## src/rtl/msrv32_dmem_if_pkg.sv

```systemverilog
// Shared definitions for the msrv32 data-memory interface: FSM states, access
// sizes, default timeout and the store lane helpers.
package msrv32_dmem_if_pkg;

  typedef enum logic [1:0] {
    ST_IDLE  = 2'd0,
    ST_REQ   = 2'd1,
    ST_RWAIT = 2'd2
  } state_e;

  localparam logic [1:0] SIZE_B = 2'b00;
  localparam logic [1:0] SIZE_H = 2'b01;
  localparam logic [1:0] SIZE_W = 2'b10;

  localparam int unsigned TIMEOUT_CYCLES_DEF = 255;

  // Size 2'b11 falls through to the word case.
  function automatic logic [3:0] store_mask(input logic [1:0] size, input logic [1:0] addr_lo);
    case (size)
      SIZE_B:  store_mask = 4'b0001 << addr_lo;
      SIZE_H:  store_mask = 4'b0011 << {addr_lo[1], 1'b0};
      default: store_mask = 4'b1111;
    endcase
  endfunction

  function automatic logic [31:0] store_data(input logic [1:0] size, input logic [31:0] data);
    case (size)
      SIZE_B:  store_data = {4{data[7:0]}};
      SIZE_H:  store_data = {2{data[15:0]}};
      default: store_data = data;
    endcase
  endfunction

endpackage

```

## src/rtl/msrv32_load_align.sv

```systemverilog
// Load lane select and sign/zero extension; purely combinational.
module msrv32_load_align
  import msrv32_dmem_if_pkg::*;
(
  input  logic [31:0] rdata_i,
  input  logic [1:0]  addr_lo_i,
  input  logic [1:0]  size_i,
  input  logic        unsigned_i,
  output logic [31:0] data_o
);

  logic [7:0]  byte_sel;
  logic [15:0] half_sel;

  always_comb begin
    case (addr_lo_i)
      2'd0:    byte_sel = rdata_i[7:0];
      2'd1:    byte_sel = rdata_i[15:8];
      2'd2:    byte_sel = rdata_i[23:16];
      default: byte_sel = rdata_i[31:24];
    endcase
    half_sel = addr_lo_i[1] ? rdata_i[31:16] : rdata_i[15:0];

    case (size_i)
      SIZE_B:  data_o = unsigned_i ? {24'b0, byte_sel} : {{24{byte_sel[7]}}, byte_sel};
      SIZE_H:  data_o = unsigned_i ? {16'b0, half_sel} : {{16{half_sel[15]}}, half_sel};
      default: data_o = rdata_i;
    endcase
  end

endmodule

```

## src/rtl/msrv32_dmem_if.sv

```systemverilog
// Core-side load/store unit to a simple req/gnt/rvalid data bus, with a
// per-access timeout that converts a hung bus into a one-cycle error strobe.
module msrv32_dmem_if
  import msrv32_dmem_if_pkg::*;
#(
  parameter int unsigned TIMEOUT_CYCLES = TIMEOUT_CYCLES_DEF
) (
  input  logic        ms_riscv32_mp_clk_in,
  input  logic        ms_riscv32_mp_rst_in,
  input  logic        mem_wr_req_in,
  input  logic        mem_rd_req_in,
  input  logic [31:0] addr_in,
  input  logic [31:0] wr_data_in,
  input  logic [1:0]  size_in,
  input  logic        load_unsigned_in,
  output logic        stall_out,
  output logic [31:0] load_data_out,
  output logic        load_valid_out,
  output logic        bus_err_out,
  output logic        dmem_req_out,
  output logic        dmem_we_out,
  output logic [31:0] dmem_addr_out,
  output logic [31:0] dmem_wdata_out,
  output logic [3:0]  dmem_wmask_out,
  input  logic        dmem_gnt_in,
  input  logic        dmem_rvalid_in,
  input  logic [31:0] dmem_rdata_in,
  input  logic        dmem_err_in
);

  // The counter starts at 0 on the first REQ cycle, so the access is abandoned
  // at the end of the TIMEOUT_CYCLES-th bus cycle.
  localparam logic [7:0] CNT_LAST = 8'(TIMEOUT_CYCLES - 1);

  state_e      state_q;
  logic [7:0]  cnt_q;
  logic [7:0]  cnt_d;
  logic [31:0] addr_q;
  logic [31:0] wdata_q;
  logic [31:0] wdata_d;
  logic [3:0]  wmask_q;
  logic [3:0]  wmask_d;
  logic        we_q;
  logic [1:0]  size_q;
  logic        uns_q;
  logic [31:0] load_data_q;
  logic [31:0] load_data_d;
  logic        load_valid_q;
  logic        bus_err_q;
  logic        any_req;
  logic        timeout;

  assign any_req = mem_wr_req_in | mem_rd_req_in;
  assign cnt_d   = cnt_q + 8'd1;
  assign timeout = (cnt_q == CNT_LAST);
  assign wmask_d = mem_wr_req_in ? store_mask(size_in, addr_in[1:0]) : 4'b0000;
  assign wdata_d = mem_wr_req_in ? store_data(size_in, wr_data_in) : 32'b0;

  msrv32_load_align u_load_align (
    .rdata_i    (dmem_rdata_in),
    .addr_lo_i  (addr_q[1:0]),
    .size_i     (size_q),
    .unsigned_i (uns_q),
    .data_o     (load_data_d)
  );

  always_ff @(posedge ms_riscv32_mp_clk_in or posedge ms_riscv32_mp_rst_in) begin
    if (ms_riscv32_mp_rst_in) begin
      state_q      <= ST_IDLE;
      cnt_q        <= 8'd0;
      addr_q       <= 32'b0;
      wdata_q      <= 32'b0;
      wmask_q      <= 4'b0;
      we_q         <= 1'b0;
      size_q       <= 2'b0;
      uns_q        <= 1'b0;
      load_data_q  <= 32'b0;
      load_valid_q <= 1'b0;
      bus_err_q    <= 1'b0;
    end else begin
      load_valid_q <= 1'b0;
      bus_err_q    <= 1'b0;
      case (state_q)
        ST_IDLE: begin
          // A write wins over a simultaneous read via we_q and wmask_d.
          if (any_req) begin
            addr_q  <= addr_in;
            we_q    <= mem_wr_req_in;
            wmask_q <= wmask_d;
            wdata_q <= wdata_d;
            size_q  <= size_in;
            uns_q   <= load_unsigned_in;
            cnt_q   <= 8'd0;
            state_q <= ST_REQ;
          end
        end
        ST_REQ: begin
          cnt_q <= cnt_d;
          if (dmem_gnt_in) begin
            if (we_q) begin
              bus_err_q <= dmem_err_in;
              state_q   <= ST_IDLE;
            end else begin
              state_q <= ST_RWAIT;
            end
          end else if (timeout) begin
            bus_err_q <= 1'b1;
            state_q   <= ST_IDLE;
          end
        end
        ST_RWAIT: begin
          cnt_q <= cnt_d;
          if (dmem_rvalid_in) begin
            load_data_q  <= load_data_d;
            load_valid_q <= ~dmem_err_in;
            bus_err_q    <= dmem_err_in;
            state_q      <= ST_IDLE;
          end else if (timeout) begin
            bus_err_q <= 1'b1;
            state_q   <= ST_IDLE;
          end
        end
        default: state_q <= ST_IDLE;
      endcase
    end
  end

  // Gated by reset so the core sees no stall while the block is held in reset.
  assign stall_out      = ~ms_riscv32_mp_rst_in & ((state_q != ST_IDLE) | any_req);
  assign dmem_req_out   = (state_q == ST_REQ);
  assign dmem_we_out    = we_q;
  assign dmem_addr_out  = {addr_q[31:2], 2'b00};
  assign dmem_wdata_out = wdata_q;
  assign dmem_wmask_out = wmask_q;
  assign load_data_out  = load_data_q;
  assign load_valid_out = load_valid_q;
  assign bus_err_out    = bus_err_q;

endmodule

```

## config.mk

```make
export PLATFORM = sky130hd
export DESIGN_NAME = msrv32_dmem_if
export DESIGN_NICKNAME = d
export VERILOG_FILES = /design/src/rtl/msrv32_dmem_if_pkg.sv /design/src/rtl/msrv32_load_align.sv /design/src/rtl/msrv32_dmem_if.sv
export SDC_FILE = /design/constraint.sdc
export NUM_CORES = 1
export LEC_CHECK = 0
export ABC_CLOCK_PERIOD_IN_PS = 6250
export CAP_MARGIN = 10
export CORE_UTILIZATION = 35
export DETAILED_ROUTE_END_ITERATION = 12
export GPL_TIMING_DRIVEN = 0
export PLACE_DENSITY = 0.73
export REMOVE_ABC_BUFFERS = 1
export SLEW_MARGIN = 20
export SYNTH_ARGS = -nofsm -noshare
export SYNTH_HDL_FRONTEND = slang
export SYNTH_SLANG_ARGS = --single-unit
```

## constraint.sdc

```tcl
create_clock -name ms_riscv32_mp_clk_in -period 6.25 [get_ports ms_riscv32_mp_clk_in]
set_clock_uncertainty 0.05 [all_clocks]
set_input_delay 1.25 -clock ms_riscv32_mp_clk_in [delete_from_list [all_inputs] [get_ports ms_riscv32_mp_clk_in]]
set_output_delay 1.25 -clock ms_riscv32_mp_clk_in [all_outputs]
set_load 0.1 [all_outputs]
```

Yosys cells after proc, flatten, opt, wreduce, memory -nomap -nowiden
Index checks and enable logic that the tools add are counted.
{ "word_totals": {"reg_bits": 116, "input_bits": 106, "output_inout_bits": 105, "word_cells": 61} }
{ "classes": {"addsub": 1, "eq_ne": 8, "shifts": 2, "muxes": 24, "n_bitwise": 5, "reduce_logical": 10} }
{ "op_table": {"columns": ["cell", "n"], "rows": [
  ["$pmux W32 S2", 2],
  ["$mux W32", 3],
  ["$pmux W8 S3", 1],
  ["$mux W16", 1],
  ["$pmux W8 S2", 1],
  ["$mux W2", 5],
  ["$add A8 B1 Y8 const B", 1],
  ["$eq A2 B1 Y1 const B", 4],
  ["$eq A8 B8 Y1 const B", 1],
  ["$logic_not A2 Y1", 4],
  ["$mux W8", 1],
  ["$pmux W4 S2", 1],
  ["$mux W1", 6],
  ["$pmux W2 S3", 1],
  ["$reduce_and A2 Y1", 3],
  ["$eq A2 B2 Y1 const B", 2],
  ["$mux W4", 1],
  ["$reduce_bool A2 Y1", 2],
  ["$shl A1 B2 Y4 const A", 1],
  ["$shl A2 B2 Y4 const A", 1],
  ["$ne A2 B2 Y1 const B", 1],
  ["$not A1 Y1", 2],
  ["$or A1 B1 Y1", 2],
  ["$pmux W1 S2", 1],
  ["2 further kinds", 2]
]} }

Depth between registers and ports, before layout
{ "logic_depth": {"ltp_word": 4, "depth_mapped": 7} }

Modules after synthesis
A second synthesis with hierarchy kept.
{ "hier_totals": {"cells_unflattened": 538, "area_unflattened_um2": 5977.0} }
{ "modules_own_cells": {"columns": ["mod", "instances", "cells_per_inst", "area_each_um2"], "rows": [
  ["msrv32_dmem_if", 1, 423, 5131.2],
  ["msrv32_load_align", 1, 115, 845.8]
]} }

Least setup slack after synthesis
No wires, ideal clock.
{ "synth_path": {"kind": "input -> output", "startpoint": "input port mem_rd_req_in", "endpoint": "output port stall_out", "arrival_time_ns": 2.561, "t_required_ns": 4.950, "path_slack_ns": 2.389, "stages": 2, "cell_sequence": "nor3b_2 nor2_1"} }
{ "synth_between": {"elab_chain_cells": 3} }
{ "synth_rtl": {"columns": ["element", "line_no", "rtl"], "rows": [
  ["start, declared", "msrv32_dmem_if.sv:11", "input logic mem_rd_req_in,"],
  ["$or A1 B1 Y1", "msrv32_dmem_if.sv:53", "assign any_req = mem_wr_req_in | mem_rd_req_in;"],
  ["$or A1 B1 Y1", "msrv32_dmem_if.sv:129", "assign stall_out = ~ms_riscv32_mp_rst_in & ((state_q != ST_IDLE) | any_req);"],
  ["$and A1 B1 Y1", "msrv32_dmem_if.sv:129", null],
  ["end, declared", "msrv32_dmem_if.sv:16", "output logic stall_out,"]
]} }
No other way between the ends.

Worst setup path in the final report
{ "layout_path": {"startpoint": "input port mem_wr_req_in", "endpoint": "output port stall_out"} }
{ "layout_between": {"elab_chain_cells": 3} }
{ "layout_rtl": {"columns": ["element", "line_no", "rtl"], "rows": [
  ["start, declared", "msrv32_dmem_if.sv:10", "input logic mem_wr_req_in,"],
  ["$or A1 B1 Y1", "msrv32_dmem_if.sv:53", null],
  ["$or A1 B1 Y1", "msrv32_dmem_if.sv:129", null],
  ["$and A1 B1 Y1", "msrv32_dmem_if.sv:129", null]
]} }
No other way between the ends.

==> results.json <==
{
  "first_iter_violations": 265,
  "dp_hpwl_mm": 11.7,
  "tns_ns": 0,
  "worst_setup_path_start_kind": "input pin",
  "synth_top_cell_by_area": "sky130_fd_sc_hd__dfrtp_1",
  "number_of_primary_i_o_pins": 211,
  "io_buffers": 208,
  "grt_setup_unrepaired": "false",
  "timing_worst_slew_pin_value_ns": 1.02,
  "synth-seq-area-share_pct": 51.1,
  "finalWirelength_mm": 16.4,
  "antenna_cells": 0,
  "utilization_pct": 53.0,
  "post_cts_resize_count": 0,
  "post-cts-setup-buffer-count": 0,
  "regToRegSetupSlack_ns": 3.89,
  "avgRoutedWirePerCell_um": 17.4,
  "grt_pass1_wl_mm": 25.7,
  "area_delta_synth_final_pct": 48.2,
  "clock_transition_time_at_the_flip_flop_clock_pins_of_the_worst_setup_and_hold_paths_ns": 0.05,
  "critical_path.endpoint_type": "output port",
  "area.sequential_mm2": 0.00290,
  "synth_enable_flop_cells": 0,
  "max_cap_viol_count": 0,
  "synth_flop_cell": "sky130_fd_sc_hd__dfrtp_1",
  "yosys.cell_count.top_type": "sky130_fd_sc_hd__dfrtp_1",
  "final_period_minus_worst_setup_slack_ns": 4.94,
  "clock-root-buffer": "sky130_fd_sc_hd__clkbuf_16",
  "async_reset_ff_share_pct": 100,
  "cts_max_path_buffers": 2,
  "cp.required_ns": 4.95,
  "detail_route.first_pass.iterations": 5,
  "drcViolationCount": 0,
  "setup_viol_count_final": 0,
  "reg2regPathDepth": 4,
  "area_inside_the_core_boundary_mm2": 0.0159,
  "num_vias": 4920,
  "antenna_violations_before_repair": 0,
  "die_h_um": 129,
  "holdBufCountCts": 0,
  "final_layout_size_suffix_gt1_share_pct": 13.3,
  "flip_flop_and_latch_count_after_synthesis": 116,
  "min_path_cells": 2,
  "first_global_vias": 5134,
  "initial_core_util_pct": 35.7,
  "critPathMaxFanout": 12,
  "criticalPathCategory": "input pin to output port",
  "synth.yosys.warnings": 0,
  "num_rows": 46,
  "synth_area_mm2": 0.00568,
  "synth.top_cell.area_share_pct": 51.1,
  "clock_tree.htree_level_count": 4,
  "synthTopCellsByCount": "116 x sky130_fd_sc_hd__dfrtp_1, 73 x sky130_fd_sc_hd__nand2_1, 59 x sky130_fd_sc_hd__o21ai_0",
  "fmax_ghz": 0.203,
  "final_nets": 826,
  "drtAntennaViolNets": 0,
  "cts.sinks": 116,
  "timing.hold.worst.class": "register to register",
  "cts_tree": "built",
  "maxSlewViolCount": 0,
  "post_synth_main_area_contributors": "sky130_fd_sc_hd__dfrtp_1 51%, sky130_fd_sc_hd__mux2_2 9.5%, sky130_fd_sc_hd__o21ai_0 5.2%",
  "worstHoldEndpoint": "dmem_wmask_out[3]",
  "post_synth_inst_count": 549,
  "numCtsBuffers": 17,
  "die_width_um": 129,
  "synthesis.area_per_instance_um2": 10.3,
  "finalHoldViolations": 0,
  "grt_max_degree": 60,
  "post-route-period-util_pct": 79.0,
  "num-fill-cells": 1415,
  "globalRoute.totalOverflow": 0,
  "worstReg2RegEnd": "load_data_out[4]",
  "multi_input_logic_area_mm2": 0.00236,
  "hold_path.startpoint": "dmem_wmask_out[3]",
  "dpl-instance-area_mm2": 0.00776,
  "grt_use_total_pct": 20.1,
  "detail_route.vias_per_cell": 5.22,
  "final_design_area_no_fill_mm2": 0.00842,
  "place.gp.congestion": 0.856,
  "worst-endpoint-arrival_ns": 3.64,
  "dieArea_mm2": 0.0167,
  "synth.lib_cells_used.distinct": 43,
  "result_of_the_run": "complete, no violations",
  "regToRegStartpoint": "size_q[1]",
  "clock_latency_ns": 0.41,
  "relSlewSlack_pct": 31.9
}
## routing by layer
layer | track usage (%) | share of wire (%) | vias up
met5 | 0 | 0 | -
met2 | 35.1 | 50 | 260
met3 | 7.31 | 9.4 | 18
met1 | 22.3 | 39 | 2417
met4 | 7.61 | 1.3 | 0
li1 | - | - | 2225
## how the worst max path moves through the flow
stage | from | end | slack [ns] | depth (start not counted)
floorplan | ms_riscv32_mp_rst_in | addr_q[0] | 1.88 | 1
detailed placement | mem_wr_req_in | stall_out | 1.27 | 4
CTS | mem_wr_req_in | stall_out | 1.26 | 4
global route | mem_wr_req_in | stall_out | 1.20 | 4
global placement | ms_riscv32_mp_rst_in | dmem_wdata_out[28] | 0.17 | 2
finish | mem_wr_req_in | stall_out | 1.31 | 4
## layout by cell type, fill, tap and decap left out, types with 3 or more instances in the layout
| cell | n |
|---|---|
| sky130_fd_sc_hd__nand2b_1 | 4 |
| sky130_fd_sc_hd__nor2_1 | 26 |
| sky130_fd_sc_hd__o31ai_1 | 3 |
| sky130_fd_sc_hd__dfrtp_1 | 116 |
| sky130_fd_sc_hd__mux2i_1 | 10 |
| sky130_fd_sc_hd__a22o_1 | 17 |
| sky130_fd_sc_hd__nand2_1 | 72 |
| sky130_fd_sc_hd__a21oi_1 | 12 |
| sky130_fd_sc_hd__buf_16 | 4 |
| sky130_fd_sc_hd__and2_1 | 5 |
| sky130_fd_sc_hd__nor2b_1 | 20 |
| sky130_fd_sc_hd__inv_1 | 7 |
| sky130_fd_sc_hd__clkbuf_8 | 3 |
| sky130_fd_sc_hd__o21ai_0 | 59 |
| sky130_fd_sc_hd__clkinv_2 | 3 |
| sky130_fd_sc_hd__clkdlybuf4s50_1 | 207 |
| sky130_fd_sc_hd__o41ai_1 | 3 |
| sky130_fd_sc_hd__o221ai_1 | 6 |
| sky130_fd_sc_hd__nor3_1 | 3 |
| sky130_fd_sc_hd__a22oi_1 | 8 |
| sky130_fd_sc_hd__ha_1 | 6 |
| sky130_fd_sc_hd__a311oi_1 | 6 |
| sky130_fd_sc_hd__nand3_1 | 27 |
| sky130_fd_sc_hd__bufinv_16 | 4 |
| sky130_fd_sc_hd__clkbuf_16 | 17 |
| sky130_fd_sc_hd__mux2_2 | 48 |
## stage by stage
stage / hold WS [ns] / std cells / setup WS (ns)
after global routing: 0.444 / 943 / 1.20
after detailed placement: 0.411 / 910 / 1.27
final: 0.421 / 943 / 1.31
after global placement: 0.409 / 906 / 0.174
after CTS: 0.424 / 942 / 1.26
after floorplan: 0.396 / 482 / 1.88
## final cells by class
| type | count | area share (%) |
|---|---|---|
| Sequential cell | 116 | 34.5 |
| Tap cell | 216 | 3.21 |
| Clock buffer | 20 | 5.54 |
| Clock inverter | 12 | 2.10 |
| Inverter | 8 | 0.416 |
| Timing Repair Buffer | 213 | 26.2 |
| Multi-Input combinational cell | 358 | 28.1 |
## cell families after synthesis
group                    count (synthesis)  synth area share [%]
flip-flops                             116                  51.1
AO/OA/AOI/OAI                          123                  14.2
adder cells (fa/ha/maj)                  6                  1.32
buffers and inverters                   76                  7.56
other                                    1                0.0660
AND/OR/NAND/NOR                        167                  13.9
multiplexers                            60                  11.8
## worst max-delay path: stages
cell and delay [ns]:
sky130_fd_sc_hd__clkdlybuf4s50_1 0.90, sky130_fd_sc_hd__nor3b_2 0.20, sky130_fd_sc_hd__nor2_1 0.14, sky130_fd_sc_hd__clkdlybuf4s50_1 1.14
## registers in the layout (all words and copies together), names as in the netlist
name and flops:
addr_q 32, bus_err_out 1, cnt_q 8, dmem_wdata_out 32, dmem_we_out 1, dmem_wmask_out 4, load_data_out 32, load_valid_out 1
size_q 2, state_q 2, uns_q 1
Power is left out: the tool's default activity adds up to more than one toggle a clock period on the data nets, which glitch-free logic cannot reach.
